`src/rtl/dram_req_pkg.sv`:
```
// Shared constants and the read-request word layout for the DRAM traffic generator.
// Optional underrun counter enabled by SRR_UNDERRUN_CNT_EN.
package dram_req_pkg;

    localparam int ADDR_W            = 24;
    localparam int PERIOD_W          = 14;
    localparam int SAMPLES_PER_CHUNK = 8;
    localparam int SUB_W             = $clog2(SAMPLES_PER_CHUNK);

    // 38 meaningful bits, padded to 40 for the traffic generator unpack
    typedef struct packed {
        logic [1:0]          pad;
        logic [PERIOD_W-1:0] period;
        logic [ADDR_W-1:0]   addr;
    } audio_rd_req_t;

endpackage

```
`src/rtl/sample_read_requester_if.sv`:
```
// AXIS read-address request channel (master drives data/valid/tlast).
// No configuration macros.
interface sample_read_requester_if;
    import dram_req_pkg::*;

    audio_rd_req_t data;
    logic          valid;
    logic          ready;
    logic          tlast;

    modport master (output data, output valid, output tlast, input ready);
    modport slave  (input data, input valid, input tlast, output ready);

endinterface

```
`src/rtl/sample_read_requester_rr_arbiter.sv`:
```
// Round-robin arbiter with internal rotating pointer.
// No configuration macros.
module rr_arbiter #(
    parameter  int N = 8,
    localparam int W = $clog2(N)
) (
    input  logic         clk,
    input  logic         rst_n,
    input  logic [N-1:0] req,
    input  logic         advance,
    output logic [N-1:0] gnt,
    output logic [W-1:0] gnt_idx,
    output logic         any
);

    logic [W-1:0] ptr_q;
    logic [W-1:0] ptr_d;

    // first requester at or after the pointer, wrapping modulo N
    always_comb begin
        any     = 1'b0;
        gnt_idx = '0;
        for (int i = 0; i < N; i++) begin
            if (!any && req[ptr_q + W'(i)]) begin
                any     = 1'b1;
                gnt_idx = ptr_q + W'(i);
            end
        end
        gnt          = '0;
        gnt[gnt_idx] = any;
        ptr_d        = (advance && any) ? gnt_idx + W'(1) : ptr_q;
    end

    always_ff @(posedge clk or negedge rst_n) begin
        if (!rst_n) begin
            ptr_q <= '0;
        end else begin
            ptr_q <= ptr_d;
        end
    end

endmodule

```
`src/rtl/sample_read_requester.sv`:
```
// Per-voice chunk read requester with round-robin issue to one AXIS output.
// Define SRR_UNDERRUN_CNT_EN to add the saturating underrun_count port.
module sample_read_requester
    import dram_req_pkg::*;
#(
    parameter  int NUM_VOICES = 8,
    localparam int VW         = $clog2(NUM_VOICES)
) (
    input  logic                  clk_dram_ctrl,
    input  logic                  rst_dram_ctrl_n,
    input  logic                  sample_load_complete,
    input  logic                  sample_tick,
    input  logic                  trig_valid,
    input  logic [VW-1:0]         trig_voice,
    input  logic [ADDR_W-1:0]     trig_start_addr,
    input  logic [ADDR_W-1:0]     trig_len,
    sample_read_requester_if.master read_addr_axis,
    output logic [NUM_VOICES-1:0] voice_active,
    output logic                  underrun
`ifdef SRR_UNDERRUN_CNT_EN
    ,
    output logic [15:0]           underrun_count
`endif
);

    localparam int NV = NUM_VOICES;

    logic [PERIOD_W-1:0] period_q, period_d;
    logic [NV-1:0]       active_q, active_d;
    logic [NV-1:0]       pend_q, pend_d;
    logic [ADDR_W-1:0]   addr_q [NV];
    logic [ADDR_W-1:0]   addr_d [NV];
    logic [ADDR_W-1:0]   end_q  [NV];
    logic [ADDR_W-1:0]   end_d  [NV];
    logic [SUB_W-1:0]    sub_q  [NV];
    logic [SUB_W-1:0]    sub_d  [NV];
    logic [PERIOD_W-1:0] pper_q [NV];
    logic [PERIOD_W-1:0] pper_d [NV];

    audio_rd_req_t req_q, req_d;
    logic          valid_q, valid_d;
    logic          underrun_q, underrun_d;

    logic [NV-1:0] trig_hit;
    logic [NV-1:0] set_v;
    logic [NV-1:0] ur_evt;
    logic          issue;
    logic [NV-1:0] gnt;
    logic [VW-1:0] gnt_idx;
    logic          any;

    assign issue = !valid_q || read_addr_axis.ready;

    rr_arbiter #(.N(NV)) u_arb (
        .clk     (clk_dram_ctrl),
        .rst_n   (rst_dram_ctrl_n),
        .req     (pend_q),
        .advance (issue),
        .gnt     (gnt),
        .gnt_idx (gnt_idx),
        .any     (any)
    );

    always_comb begin
        period_d = period_q;
        if (sample_tick) begin
            period_d = period_q + PERIOD_W'(1);
        end
        active_d = active_q;
        pend_d   = pend_q;
        addr_d   = addr_q;
        end_d    = end_q;
        sub_d    = sub_q;
        pper_d   = pper_q;
        trig_hit = '0;
        set_v    = '0;
        ur_evt   = '0;
        for (int v = 0; v < NV; v++) begin
            trig_hit[v] = trig_valid && sample_load_complete &&
                          (trig_len != '0) && (trig_voice == VW'(v));
            if (trig_hit[v]) begin
                addr_d[v]   = trig_start_addr;
                end_d[v]    = trig_start_addr + trig_len - ADDR_W'(1);
                sub_d[v]    = '0;
                active_d[v] = 1'b1;
                set_v[v]    = 1'b1;
            end else if (sample_tick && active_q[v]) begin
                if (sub_q[v] != '1) begin
                    sub_d[v] = sub_q[v] + SUB_W'(1);
                end else if (addr_q[v] == end_q[v]) begin
                    active_d[v] = 1'b0;
                end else begin
                    sub_d[v]  = '0;
                    addr_d[v] = addr_q[v] + ADDR_W'(1);
                    set_v[v]  = 1'b1;
                    ur_evt[v] = pend_q[v] && !(issue && gnt[v]);
                end
            end
            if (issue && gnt[v]) begin
                pend_d[v] = 1'b0;
            end
            // a fresh request overwrites any stale one still waiting
            if (set_v[v]) begin
                pend_d[v] = 1'b1;
                pper_d[v] = period_q + PERIOD_W'(1);
            end
        end
    end

    always_comb begin
        req_d      = req_q;
        valid_d    = valid_q;
        underrun_d = underrun_q | (|ur_evt);
        if (issue) begin
            valid_d = any;
            if (any) begin
                req_d.pad    = '0;
                req_d.period = pper_q[gnt_idx];
                req_d.addr   = addr_q[gnt_idx];
            end
        end
    end

    always_ff @(posedge clk_dram_ctrl or negedge rst_dram_ctrl_n) begin
        if (!rst_dram_ctrl_n) begin
            period_q   <= '0;
            active_q   <= '0;
            pend_q     <= '0;
            addr_q     <= '{default: '0};
            end_q      <= '{default: '0};
            sub_q      <= '{default: '0};
            pper_q     <= '{default: '0};
            req_q      <= '0;
            valid_q    <= 1'b0;
            underrun_q <= 1'b0;
        end else begin
            period_q   <= period_d;
            active_q   <= active_d;
            pend_q     <= pend_d;
            addr_q     <= addr_d;
            end_q      <= end_d;
            sub_q      <= sub_d;
            pper_q     <= pper_d;
            req_q      <= req_d;
            valid_q    <= valid_d;
            underrun_q <= underrun_d;
        end
    end

`ifdef SRR_UNDERRUN_CNT_EN
    logic [15:0] ucnt_q, ucnt_d;
    logic [16:0] ucnt_sum;

    always_comb begin
        ucnt_sum = {1'b0, ucnt_q};
        for (int v = 0; v < NV; v++) begin
            ucnt_sum = ucnt_sum + 17'(ur_evt[v]);
        end
        ucnt_d = ucnt_sum[16] ? 16'hFFFF : ucnt_sum[15:0];
    end

    always_ff @(posedge clk_dram_ctrl or negedge rst_dram_ctrl_n) begin
        if (!rst_dram_ctrl_n) begin
            ucnt_q <= '0;
        end else begin
            ucnt_q <= ucnt_d;
        end
    end

    assign underrun_count = ucnt_q;
`endif

    assign read_addr_axis.data  = req_q;
    assign read_addr_axis.valid = valid_q;
    assign read_addr_axis.tlast = 1'b0;
    assign voice_active         = active_q;
    assign underrun             = underrun_q;

endmodule

```
`src/flat_wrapper.sv`:
```
// flat-port wrapper written by rule: the top's interface ports become plain ports
module sample_read_requester_flat import dram_req_pkg::*;
#(
    parameter  int NUM_VOICES = 8,
    localparam int VW         = $clog2(NUM_VOICES)
)
  (clk_dram_ctrl, rst_dram_ctrl_n, sample_load_complete, sample_tick, trig_valid, trig_voice, trig_start_addr, trig_len, voice_active, underrun, read_addr_axis_data, read_addr_axis_valid, read_addr_axis_tlast, read_addr_axis_ready);
  sample_read_requester_if read_addr_axis_i ();
  input  logic clk_dram_ctrl;
  input  logic rst_dram_ctrl_n;
  input  logic sample_load_complete;
  input  logic sample_tick;
  input  logic trig_valid;
  input  logic [VW-1:0] trig_voice;
  input  logic [ADDR_W-1:0] trig_start_addr;
  input  logic [ADDR_W-1:0] trig_len;
  output logic [NUM_VOICES-1:0] voice_active;
  output logic underrun;
  output wire logic [$bits(read_addr_axis_i.data)-1:0] read_addr_axis_data;
  output wire logic [$bits(read_addr_axis_i.valid)-1:0] read_addr_axis_valid;
  output wire logic [$bits(read_addr_axis_i.tlast)-1:0] read_addr_axis_tlast;
  input wire logic [$bits(read_addr_axis_i.ready)-1:0] read_addr_axis_ready;
  assign read_addr_axis_data = read_addr_axis_i.data;
  assign read_addr_axis_valid = read_addr_axis_i.valid;
  assign read_addr_axis_tlast = read_addr_axis_i.tlast;
  assign read_addr_axis_i.ready = read_addr_axis_ready;
  sample_read_requester #(.NUM_VOICES(NUM_VOICES)) u_core (.clk_dram_ctrl(clk_dram_ctrl), .rst_dram_ctrl_n(rst_dram_ctrl_n), .sample_load_complete(sample_load_complete), .sample_tick(sample_tick), .trig_valid(trig_valid), .trig_voice(trig_voice), .trig_start_addr(trig_start_addr), .trig_len(trig_len), .read_addr_axis(read_addr_axis_i), .voice_active(voice_active), .underrun(underrun));
endmodule
```
`config.mk`:
```
export PLATFORM = sky130hd
export DESIGN_NAME = sample_read_requester_flat
export DESIGN_NICKNAME = d
export VERILOG_FILES = /design/src/rtl/dram_req_pkg.sv /design/src/rtl/sample_read_requester_if.sv /design/src/rtl/sample_read_requester_rr_arbiter.sv /design/src/rtl/sample_read_requester.sv /design/src/flat_wrapper.sv
export SDC_FILE = /design/constraint.sdc
export NUM_CORES = 2
export LEC_CHECK = 0
export CORE_UTILIZATION = 50
export CTS_BUF_LIST = sky130_fd_sc_hd__clkbuf_2 sky130_fd_sc_hd__clkbuf_4 sky130_fd_sc_hd__clkbuf_8
export CTS_CLUSTER_DIAMETER = 80
export CTS_CLUSTER_SIZE = 12
export DETAILED_ROUTE_END_ITERATION = 6
export HOLD_SLACK_MARGIN = 0.1
export PLACE_DENSITY = 0.74
export REMOVE_ABC_BUFFERS = 1
export SLEW_MARGIN = 5
export SYNTH_ARGS = -nofsm -noshare
export SYNTH_HDL_FRONTEND = slang
export SYNTH_SLANG_ARGS = --single-unit
```
`constraint.sdc`:
```
create_clock -name clk_dram_ctrl -period 5.45 [get_ports clk_dram_ctrl]
set_input_delay 1.09 -clock clk_dram_ctrl [delete_from_list [all_inputs] [get_ports clk_dram_ctrl]]
set_output_delay 1.09 -clock clk_dram_ctrl [all_outputs]
set_load 0.01 [all_outputs]
```
==> flow_metrics.tcl <==
set metrics [dict create \
    placed_cells_incl_taps 4303 \
    grt_max_degree 120 \
    gr-usage-met2_pct 46.39 \
    first_global_vias 24742 \
    synthArstFlopShare_pct 100.0 \
    start_util_pct 50.55 \
    synth-simple-area-share_pct 14.27 \
    max_freq_mhz 204.3 \
    cp-end-kind "flop" \
    drcViolationCount 0 \
    synth_cells 3449 \
    grtUsageMet3_pct 6.160 \
    p_per_area_nw_per_um2 659.1 \
    fillers 5859 \
    antenna_found_initial 3 \
    grt-ovfl-total 0 \
    synth_flop_cell "dfrtp_1" \
    mostFrequentLayoutCells "593 x dfrtp_1, 532 x nand2_1, 403 x o21ai_0, 232 x xnor2_1, 196 x mux2i_1" \
    clockPowerShare_pct 10.5 \
    yosys.area.top_type "dfrtp_1" \
    hold_violations 0 \
    first_iter_violations 2917 \
    ys.warnings.count 0 \
    met1_usage_pct 40.54 \
    fin_cells 4365 \
    clkTransAtPathRegs_ns 0.09 \
    root_buffer "clkbuf_8" \
    numCtsBuffers 55 \
    setup.worst_path.start_class "flop" \
    period_needed_ns 4.896 \
    grt_usage_pct 30.42 \
    maxCapViolCount 0 \
    stdcell_area_um2 36360 \
    crit_fanout 30 \
    ant_nets 0 \
    portBuffers 104 \
    syn_avg_cell_area_um2 9.653 \
    netlist_area_um2 33290 \
    synth_compound_area_share_pct 9.752 \
    htreeDepth 2 \
    post_cts_buffers 0 \
    switching_share_pct 45.32 \
    hold_path.class "input port to async pin" \
    postRouteWirelength_um 102300 \
    ioPinCount 108 \
    cp.required_ns 6.09 \
    cts_tree "yes" \
    synth_cell_types 74 \
    rows 94 \
    synthAdderAreaFrac_pct 2.766 \
    holdWs_ns 0.3826 \
    vias 25994 \
    p_comb_share_pct 59.5 \
    synth-seq-area-share_pct 44.57 \
    grt_first_pass_wirelength_um 153900 \
    peakVddDrop_mv 0.6695 \
    die_height_um 260.1 \
    grt-busiest-layer "met2" \
    synth_top_family_by_area "simple AND/OR/NAND/NOR gates" \
    status "finished, final reports clean" \
    place_area_um2 35510 \
    numClockSinks 593 \
    power_switching_mw 10.86 \
    netlist_top_cells_area "dfrtp_1 45%, xnor2_1 6.2%, mux2_2 6.1%" \
    first_pass_iters 6 \
    fin_skew_ns 0.02642 \
    place_congestion 0.9884 \
    hpwl_um 70770 \
    die_width_um 260.1 \
    post_cts_resized 0 \
    cp_data_arrival_time_ns 5.54 \
    wl_per_cell_um 23.43 \
    grt_setup_unrepaired "false" \
    synth_enable_flop_cells 0 \
    ys_seq_elements 593 \
    finalSetupViolCount 0 \
    power.leakage_nw 16.32 \
    crit_type "flop to flop" \
    tightest_slew_ns 1.233 \
    core_area_um2 65860 \
    seqPwrFrac_pct 30.0 \
    holdBufCountCts 0 \
    synth_mux_area_share_pct 13.10 \
    relSlewSlack_pct 17.40 \
    synth_top_area_share_pct 44.57 \
    layout.nets 3626 \
    area_growth_pct 9.211 \
    clk_latency_ns 0.72 \
    vias_per_cell 5.955 \
    clock_path_buffers 3 \
    fin_crit_sh_pct 89.83 \
    dieArea_um2 67630 \
    drive_above_1_share_pct 11.46 \
    final_common_cell "dfrtp_1" \
    final-max-slew-violation-count 0 \
    synthXorXnorAreaFrac_pct 11.13 \
    p_int_mw 13.10 \
]
-- kinds of logic after synthesis --
logic type	count (synthesis)
XOR/XNOR	423
buffers and inverters	340
adder cells (fa/ha/maj)	73
other	1
AO/OA/AOI/OAI	578
flip-flops	593
multiplexers	398
AND/OR/NAND/NOR	1043
-- layout make-up --
| type | count | area [um2] | area share [%] |
|---|---|---|---|
| inverters | 124 | 465.4 | 1.280 |
| repair buffers | 204 | 1967 | 5.409 |
| well taps | 864 | 1081 | 2.973 |
| clock inverters | 4 | 71.32 | 0.1961 |
| clock buffers | 57 | 778.2 | 2.140 |
| flip-flops and latches | 593 | 14840 | 40.81 |
| diodes | 1 | 2.502 | 0.006882 |
| multi-input cells | 2518 | 17160 | 47.18 |
-- flip-flops by register name (all words and copies together), names as in the netlist --
signal and cells:
u_core.end_q 192, u_core.period_q 14, u_core.pper_q 112, u_core.underrun 1, u_core.voice_active 8, u_core.read_addr_axis.valid 1, u_core.addr_q 192, u_core.sub_q 24
u_core.pend_q 8, u_core.u_arb.ptr_q 3, u_core.read_addr_axis.data 38
-- path summary, 6_finish.rpt --
check                                                start                              to  slack (ns)  depth (start not counted)
setup / recovery                     u_core.u_arb.ptr_q[1]  u_core.read_addr_axis.data[10]        0.55                         13
hold / removal                             rst_dram_ctrl_n   u_core.read_addr_axis.data[0]        0.38                          1
setup reg to reg                     u_core.u_arb.ptr_q[1]  u_core.read_addr_axis.data[10]        0.55                         13
hold reg to reg             u_core.read_addr_axis.data[33]  u_core.read_addr_axis.data[33]        0.48                          1
max in group asynchronous                  rst_dram_ctrl_n               u_core.end_q[146]        3.84                          2
min in group clk_dram_ctrl  u_core.read_addr_axis.data[33]  u_core.read_addr_axis.data[33]        0.48                          1
-- worst max-delay path, stage by stage, from the launching register on --
cell       delay, ns
dfrtp_1         0.38
clkinv_1        0.09
ha_1            0.59
mux4_2          0.56
mux2_2          0.32
o32ai_2         0.33
nand3_1         0.26
clkinv_1        0.17
o2111ai_4       0.51
buf_12          0.41
mux2i_1         0.23
mux2_2          0.35
o22ai_1         0.46
a21o_1          0.13
-- routing by layer --
metal	wire (um)	share of wire [%]
met4	6442	6.3
met1	41520	41
met3	9140	8.9
met5	8	0.0078
met2	45140	44
-- cells in the mapped netlist, types with 3 or more instances --
| master | n |
|---|---|
| nand2_1 | 533 |
| a31o_2 | 3 |
| nor3b_1 | 7 |
| nor2b_1 | 17 |
| nand3_1 | 91 |
| xor2_1 | 188 |
| buf_1 | 6 |
| nor4_1 | 35 |
| o2111ai_1 | 4 |
| mux2_1 | 10 |
| and2_1 | 9 |
| a21oi_1 | 32 |
| nor3_1 | 29 |
| buf_4 | 9 |
| nand4_1 | 71 |
| o21a_1 | 5 |
| nor2_1 | 140 |
| clkbuf_1 | 160 |
| inv_1 | 121 |
| mux4_2 | 11 |
| nand2b_1 | 12 |
| and3_1 | 51 |
| a31oi_1 | 6 |
| buf_2 | 25 |
| mux2_2 | 180 |
| o31ai_1 | 3 |
| or2_2 | 11 |
| dfrtp_1 | 593 |
| mux2i_1 | 196 |
| ha_1 | 72 |
| xnor2_1 | 235 |
| o22ai_1 | 40 |
| buf_6 | 15 |
| or3_1 | 17 |
| and4_1 | 12 |
| a21o_1 | 47 |
| a211oi_1 | 4 |
| o21ai_0 | 403 |
-- metrics by stage --
stage | setup TNS, ns | setup WS, ns | power [mW] | utilization, %
floorplan | -483.48 | -10.36 | 12.68 | -
global placement | 0 | 0.1885 | 20.97 | 53.91
detailed placement | 0 | 0.1229 | 21.21 | 53.91
CTS | 0 | 0.7186 | 23.73 | 55.20
global route | 0 | 0.4524 | 25.08 | 55.21
finish | 0 | 0.5542 | 23.96 | 55.21
-- power groups by stage --
stage / combinational (mW) / sequential [mW] / clock, mW
global route: 15.0 / 7.34 / 2.70
detailed placement: 14.0 / 7.22 / 0
global placement: 13.8 / 7.17 / 0
CTS: 14.1 / 7.14 / 2.54
finish: 14.3 / 7.20 / 2.51
floorplan: 5.83 / 6.84 / 0
No activity file was read; power rests on OpenSTA's default activity.
